==> config.mk <==
export PLATFORM = sky130hd
export DESIGN_NAME = pipeline_ctrl
export DESIGN_NICKNAME = d
export VERILOG_FILES = /design/src/rtl/pipeline_ctrl.sv
export SDC_FILE = /design/constraint.sdc
export NUM_CORES = 1
export LEC_CHECK = 0
export CAP_MARGIN = 20
export CORE_AREA = 4 4 118 120
export CTS_CLUSTER_SIZE = 30
export DETAILED_ROUTE_END_ITERATION = 10
export DIE_AREA = 0 0 122 124
export PLACE_DENSITY = 0.71
export SLEW_MARGIN = 20
export SYNTH_ARGS = -nofsm -noshare
export SYNTH_HDL_FRONTEND = slang
export SYNTH_SLANG_ARGS = --single-unit
==> constraint.sdc <==
create_clock -name clk -period 4.6 [get_ports clk]
set_clock_uncertainty 0.2 [all_clocks]
set_input_delay 0.46 -clock clk [delete_from_list [all_inputs] [get_ports clk]]
set_output_delay 0.46 -clock clk [all_outputs]
set_load 0.005 [all_outputs]
==> src/rtl/pipeline_ctrl.sv <==
// pipeline_ctrl: stall/flush sequencer for the 8-stage pipeline
// (IF, IDC, IDR, EXB, EXA, MEMP, MEMR, WB). It merges the hazard, memory-wait,
// redirect and fetch-busy causes into per-register hold/bubble controls. It
// also supervises the data-memory wait with a timeout FSM, discards the stale
// fetch response after a redirect, and keeps stall/flush performance counters.
module pipeline_ctrl #(
   parameter int unsigned MEM_TIMEOUT = 255,
   parameter int unsigned CNT_W       = 32
) (
   input  logic             clk,
   input  logic             rst,
   input  logic             hazard_IDR,
   input  logic             hazard_EXB,
   input  logic             hazard_MEMP,
   input  logic             if_busy,
   input  logic             redirect_EXA,
   input  logic             dm_req_MEMP,
   input  logic             dm_ack,
   output logic [7:0]       stall,
   output logic [7:0]       flush,
   output logic             pc_redirect,
   output logic             mem_wait,
   output logic             mem_timeout,
   output logic [CNT_W-1:0] cnt_data_stall,
   output logic [CNT_W-1:0] cnt_mem_stall,
   output logic [CNT_W-1:0] cnt_flush
);

   localparam logic [16:0] TIMEOUT_LIMIT = {1'b0, 16'(MEM_TIMEOUT)};

   // Winning cause for the current cycle, in priority order.
   typedef enum logic [2:0] {
      CAUSE_RESET,
      CAUSE_MEM,
      CAUSE_REDIRECT,
      CAUSE_KILL,
      CAUSE_DATA,
      CAUSE_FETCH,
      CAUSE_NONE
   } cause_t;

   typedef enum logic {
      ST_IDLE,
      ST_WAIT
   } mem_state_t;

   logic             mem_stall;
   logic             data_hz;
   cause_t           cause;

   mem_state_t       mem_state_q, mem_state_d;
   logic [15:0]      wait_cnt_q, wait_cnt_d;
   logic             mem_timeout_q, mem_timeout_d;
   logic             kill_pending_q, kill_pending_d;
   logic [CNT_W-1:0] cnt_data_stall_q, cnt_data_stall_d;
   logic [CNT_W-1:0] cnt_mem_stall_q, cnt_mem_stall_d;
   logic [CNT_W-1:0] cnt_flush_q, cnt_flush_d;

   assign mem_stall = dm_req_MEMP & ~dm_ack;
   assign data_hz   = hazard_IDR | hazard_EXB | hazard_MEMP;

   // Select the highest-priority active cause.
   always_comb begin
      cause = CAUSE_NONE;
      if (rst) begin
         cause = CAUSE_RESET;
      end else if (mem_stall) begin
         cause = CAUSE_MEM;
      end else if (redirect_EXA) begin
         cause = CAUSE_REDIRECT;
      end else if (kill_pending_q && !if_busy) begin
         cause = CAUSE_KILL;
      end else if (data_hz) begin
         cause = CAUSE_DATA;
      end else if (if_busy) begin
         cause = CAUSE_FETCH;
      end
   end

   // Decode the winning cause into hold/bubble controls.
   always_comb begin
      stall       = '0;
      flush       = '0;
      pc_redirect = 1'b0;
      case (cause)
         CAUSE_RESET: begin
            flush = 8'hFE;
         end
         CAUSE_MEM: begin
            // Hold everything up to MEMP, feed a bubble into MEMR.
            stall = 8'h3F;
            flush = 8'h40;
         end
         CAUSE_REDIRECT: begin
            // Squash the four younger instructions IDC..EXA.
            pc_redirect = 1'b1;
            flush       = 8'h1E;
         end
         CAUSE_KILL: begin
            flush = 8'h02;
         end
         CAUSE_DATA: begin
            stall = 8'h03;
            flush = 8'h04;
         end
         CAUSE_FETCH: begin
            stall = 8'h01;
            flush = 8'h02;
         end
         default: begin
            stall = '0;
            flush = '0;
         end
      endcase
   end

   // Track a fetch response that belongs to the path discarded by a redirect.
   always_comb begin
      kill_pending_d = kill_pending_q;
      if (cause == CAUSE_REDIRECT) begin
         kill_pending_d = kill_pending_q | if_busy;
      end else if (cause == CAUSE_KILL) begin
         kill_pending_d = 1'b0;
      end
   end

   // Memory-wait FSM next state with wait counter and sticky timeout.
   always_comb begin
      mem_state_d   = mem_state_q;
      wait_cnt_d    = wait_cnt_q;
      mem_timeout_d = mem_timeout_q;
      case (mem_state_q)
         ST_IDLE: begin
            if (mem_stall) begin
               mem_state_d = ST_WAIT;
               wait_cnt_d  = '0;
            end
         end
         ST_WAIT: begin
            if (wait_cnt_q != '1) begin
               wait_cnt_d = wait_cnt_q + 16'd1;
            end
            if (({1'b0, wait_cnt_q} + 17'd1) >= TIMEOUT_LIMIT) begin
               mem_timeout_d = 1'b1;
            end
            if (dm_ack) begin
               mem_state_d = ST_IDLE;
            end
         end
         default: begin
            mem_state_d = ST_IDLE;
         end
      endcase
   end

   // Performance counter next values (wrap naturally at 2^CNT_W).
   always_comb begin
      cnt_data_stall_d = cnt_data_stall_q;
      cnt_mem_stall_d  = cnt_mem_stall_q;
      cnt_flush_d      = cnt_flush_q;
      if (cause == CAUSE_DATA) begin
         cnt_data_stall_d = cnt_data_stall_q + CNT_W'(1);
      end
      if (cause == CAUSE_MEM) begin
         cnt_mem_stall_d = cnt_mem_stall_q + CNT_W'(1);
      end
      if (cause == CAUSE_REDIRECT) begin
         cnt_flush_d = cnt_flush_q + CNT_W'(1);
      end
   end

   // State registers.
   always_ff @(posedge clk or posedge rst) begin
      if (rst) begin
         mem_state_q      <= ST_IDLE;
         wait_cnt_q       <= '0;
         mem_timeout_q    <= 1'b0;
         kill_pending_q   <= 1'b0;
         cnt_data_stall_q <= '0;
         cnt_mem_stall_q  <= '0;
         cnt_flush_q      <= '0;
      end else begin
         mem_state_q      <= mem_state_d;
         wait_cnt_q       <= wait_cnt_d;
         mem_timeout_q    <= mem_timeout_d;
         kill_pending_q   <= kill_pending_d;
         cnt_data_stall_q <= cnt_data_stall_d;
         cnt_mem_stall_q  <= cnt_mem_stall_d;
         cnt_flush_q      <= cnt_flush_d;
      end
   end

   assign mem_wait       = (mem_state_q == ST_WAIT);
   assign mem_timeout    = mem_timeout_q;
   assign cnt_data_stall = cnt_data_stall_q;
   assign cnt_mem_stall  = cnt_mem_stall_q;
   assign cnt_flush      = cnt_flush_q;

endmodule
==> results.json <==
{
  "synth_seq_cells": 115,
  "synth_area_leaders": "dfrtp_1 51%, xnor2_1 8.9%, xor2_1 5.8%",
  "antenna_left": 0,
  "coreArea_um2": 13000,
  "ir_drop_mv": 0.247,
  "ctsHoldBuffers": 0,
  "overflow": 0,
  "slew_headroom_pct": 36.1,
  "clock_latency_ns": 0.42,
  "drt_first_pass_iters": 7,
  "first_iter_violations": 224,
  "finalCoreUtilization_pct": 58.9,
  "outcome": "complete, no violations",
  "slew_violations": 0,
  "track_usage_pct": 18.9,
  "dr_total_vias": 4449,
  "syn_to_final_growth_pct": 34.3,
  "diodes": 0,
  "async_flop_share_pct": 100,
  "tns_ns": 0,
  "clkTransAtPathRegs_ns": 0.05,
  "fmax_ghz": 0.313,
  "synth_top_area_share_pct": 50.5,
  "syn_area_per_cell_um2": 10.6,
  "yosys.area.top_type": "dfrtp_1",
  "post-route-min-period_ns": 3.20,
  "gp_congestion": 0.856,
  "drive_gt1_share_pct": 7.60,
  "die_h_um": 124,
  "pin_count": 124,
  "min_delay_path_depth": 1,
  "hold_ws_ns": 0.278,
  "fin_cells": 847,
  "synth_ff_type": "dfrtp_1",
  "route.detailed.drc": 0,
  "netlist_instances": 538,
  "min_path_type": "reg2reg",
  "cts_root_buffer": "clkbuf_16",
  "cts-htree-levels": 4,
  "finalHoldViolCount": 0,
  "rsz0062_at_grt": "false",
  "setup_violations": 0,
  "clock_path_buffers": 2,
  "layout.nets": 672,
  "post_cts_resized": 0,
  "critPathRequiredTime_ns": 3.94,
  "period_share_pct": 69.5,
  "max_slew.worst_pin.slew_ns": 0.958,
  "criticalPathCategory": "in2out",
  "antenna_found_initial": 0,
  "netlist-cell-type-count": 53,
  "ff2ff_path_depth": 6,
  "p_leak_uw": 0.00338,
  "first_global_vias": 4496,
  "final_common_cell": "clkdlybuf4s50_1",
  "die_area_um2": 15100,
  "arrival_ns": 2.54,
  "hpwl_um": 9660,
  "cts_sinks": 115,
  "yosys_warnings": 0,
  "seq_area_frac_synth_pct": 50.5,
  "dp_cells": 815,
  "final_cell_mix": "120 x clkdlybuf4s50_1, 115 x dfrtp_1, 58 x xnor2_1",
  "wl_per_cell_um": 16.1,
  "numCtsBuffers": 17,
  "rows": 42,
  "cts_tree": "done",
  "path_max_fanout": 10,
  "synth_edf_count": 0,
  "die_w_um": 122,
  "netlist_area_um2": 5700,
  "grt_pass1_wl_um": 22500,
  "cp-end-kind": "output pin",
  "routed_via_density": 5.25,
  "drv_cap": 0,
  "drt_wl_total_um": 13600,
  "cp-start-kind": "input port",
  "grt_start_max_net_pins": 77,
  "cts_setup_buffers": 0,
  "powerDensity_nw_per_um2": 396,
  "io_buffers": 120,
  "start_util_pct": 43.9
}
synth_stat cells, types with 4 or more instances:
cell type  count
buf_4          9
xor2_1        38
a22o_1         5
mux2i_1        7
nor2_1        26
ha_1           5
xnor2_1       58
nand4_1       19
and3_1        20
nand2b_1       5
nand2_1       49
and4_1        10
buf_2          4
mux2_2         5
dfrtp_1      115
nor4_1         5
and2_1         9
nand3_1       37
a21oi_1        4
nor3_1        24
a211oi_1       4
inv_1         13
o21ai_0       13
a31oi_1        4
clkbuf_1       7
worst paths after layout:
| kind | from | end | slack (ns) |
|---|---|---|---|
| setup / recovery | rst | pc_redirect | 1.40 |
| hold / removal | cnt_data_stall[31]$_DFFE_PP0P_ | cnt_data_stall[31]$_DFFE_PP0P_ | 0.28 |
| setup reg to reg | wait_cnt_q[0]$_DFFE_PP0P_ | wait_cnt_q[13]$_DFFE_PP0P_ | 1.88 |
| hold reg to reg | cnt_data_stall[31]$_DFFE_PP0P_ | cnt_data_stall[31]$_DFFE_PP0P_ | 0.28 |
| max in group asynchronous | rst | wait_cnt_q[13]$_DFFE_PP0P_ | 2.06 |
| min in group asynchronous | rst | wait_cnt_q[9]$_DFFE_PP0P_ | 0.49 |
power by group:
| part | internal, uW | switching [uW] | leakage [uW] |
|---|---|---|---|
| logic | 215 | 160 | 0.00152 |
| registers | 1090 | 120 | 0.00155 |
| clock network | 988 | 452 | 0.000311 |
worst max-delay path, stage by stage:
cell and delay, ns:
clkdlybuf4s50_1 0.67, nor2_1 0.35, inv_1 0.13, nor2_1 0.34
clkdlybuf4s50_1 0.59
layer usage:
| metal | up-vias | routed length (um) | part of all wire, % | track usage (%) |
|---|---|---|---|---|
| li1 | 2117 | - | - | - |
| met1 | 2180 | 6010 | 44 | 24.1 |
| met2 | 128 | 6310 | 46 | 29.6 |
| met3 | 24 | 1040 | 7.6 | 6.90 |
| met4 | 0 | 256 | 1.9 | 7.49 |
| met5 | - | 0 | 0 | 0 |
kinds of logic (layout without fill, tap and decap cells):
logic type / after synthesis / in the layout / share of synthesized area [%]
XOR/XNOR: 96 / 96 / 14.8
flip-flops: 115 / 115 / 50.5
multiplexers: 13 / 13 / 2.42
AO/OA/AOI/OAI: 48 / 48 / 6.02
buffers and inverters: 37 / 168 / 3.38
adder cells (fa/ha/maj): 5 / 5 / 1.10
other: 1 / 3 / 0.0658
AND/OR/NAND/NOR: 223 / 223 / 21.8
stage by stage:
step	total power (uW)	setup WS, ns	cell area, um^2
after CTS	3050	1.40	7650
after global routing	3160	1.23	7650
after global placement	1590	1.44	7010
after floorplan	1390	1.04	5710
after detailed placement	1610	1.40	7010
final	3030	1.40	7650
registers in the layout, summed over array words and instances, names as in the netlist:
register        cells
cnt_mem_stall      32
mem_wait            1
kill_pending_q      1
cnt_flush          32
cnt_data_stall     32
mem_timeout         1
wait_cnt_q         16
area by class of cell:
| class | count | area (um^2) |
|---|---|---|
| Fill cell | 1118 | 5330 |
| Sequential cell | 115 | 2880 |
| Multi-Input combinational cell | 388 | 2640 |
| Timing Repair Buffer | 122 | 1220 |
| Clock buffer | 23 | 468 |
| Tap cell | 176 | 220 |
| Clock inverter | 9 | 176 |
| Inverter | 14 | 56.3 |
(Power assumes the default switching activity.)
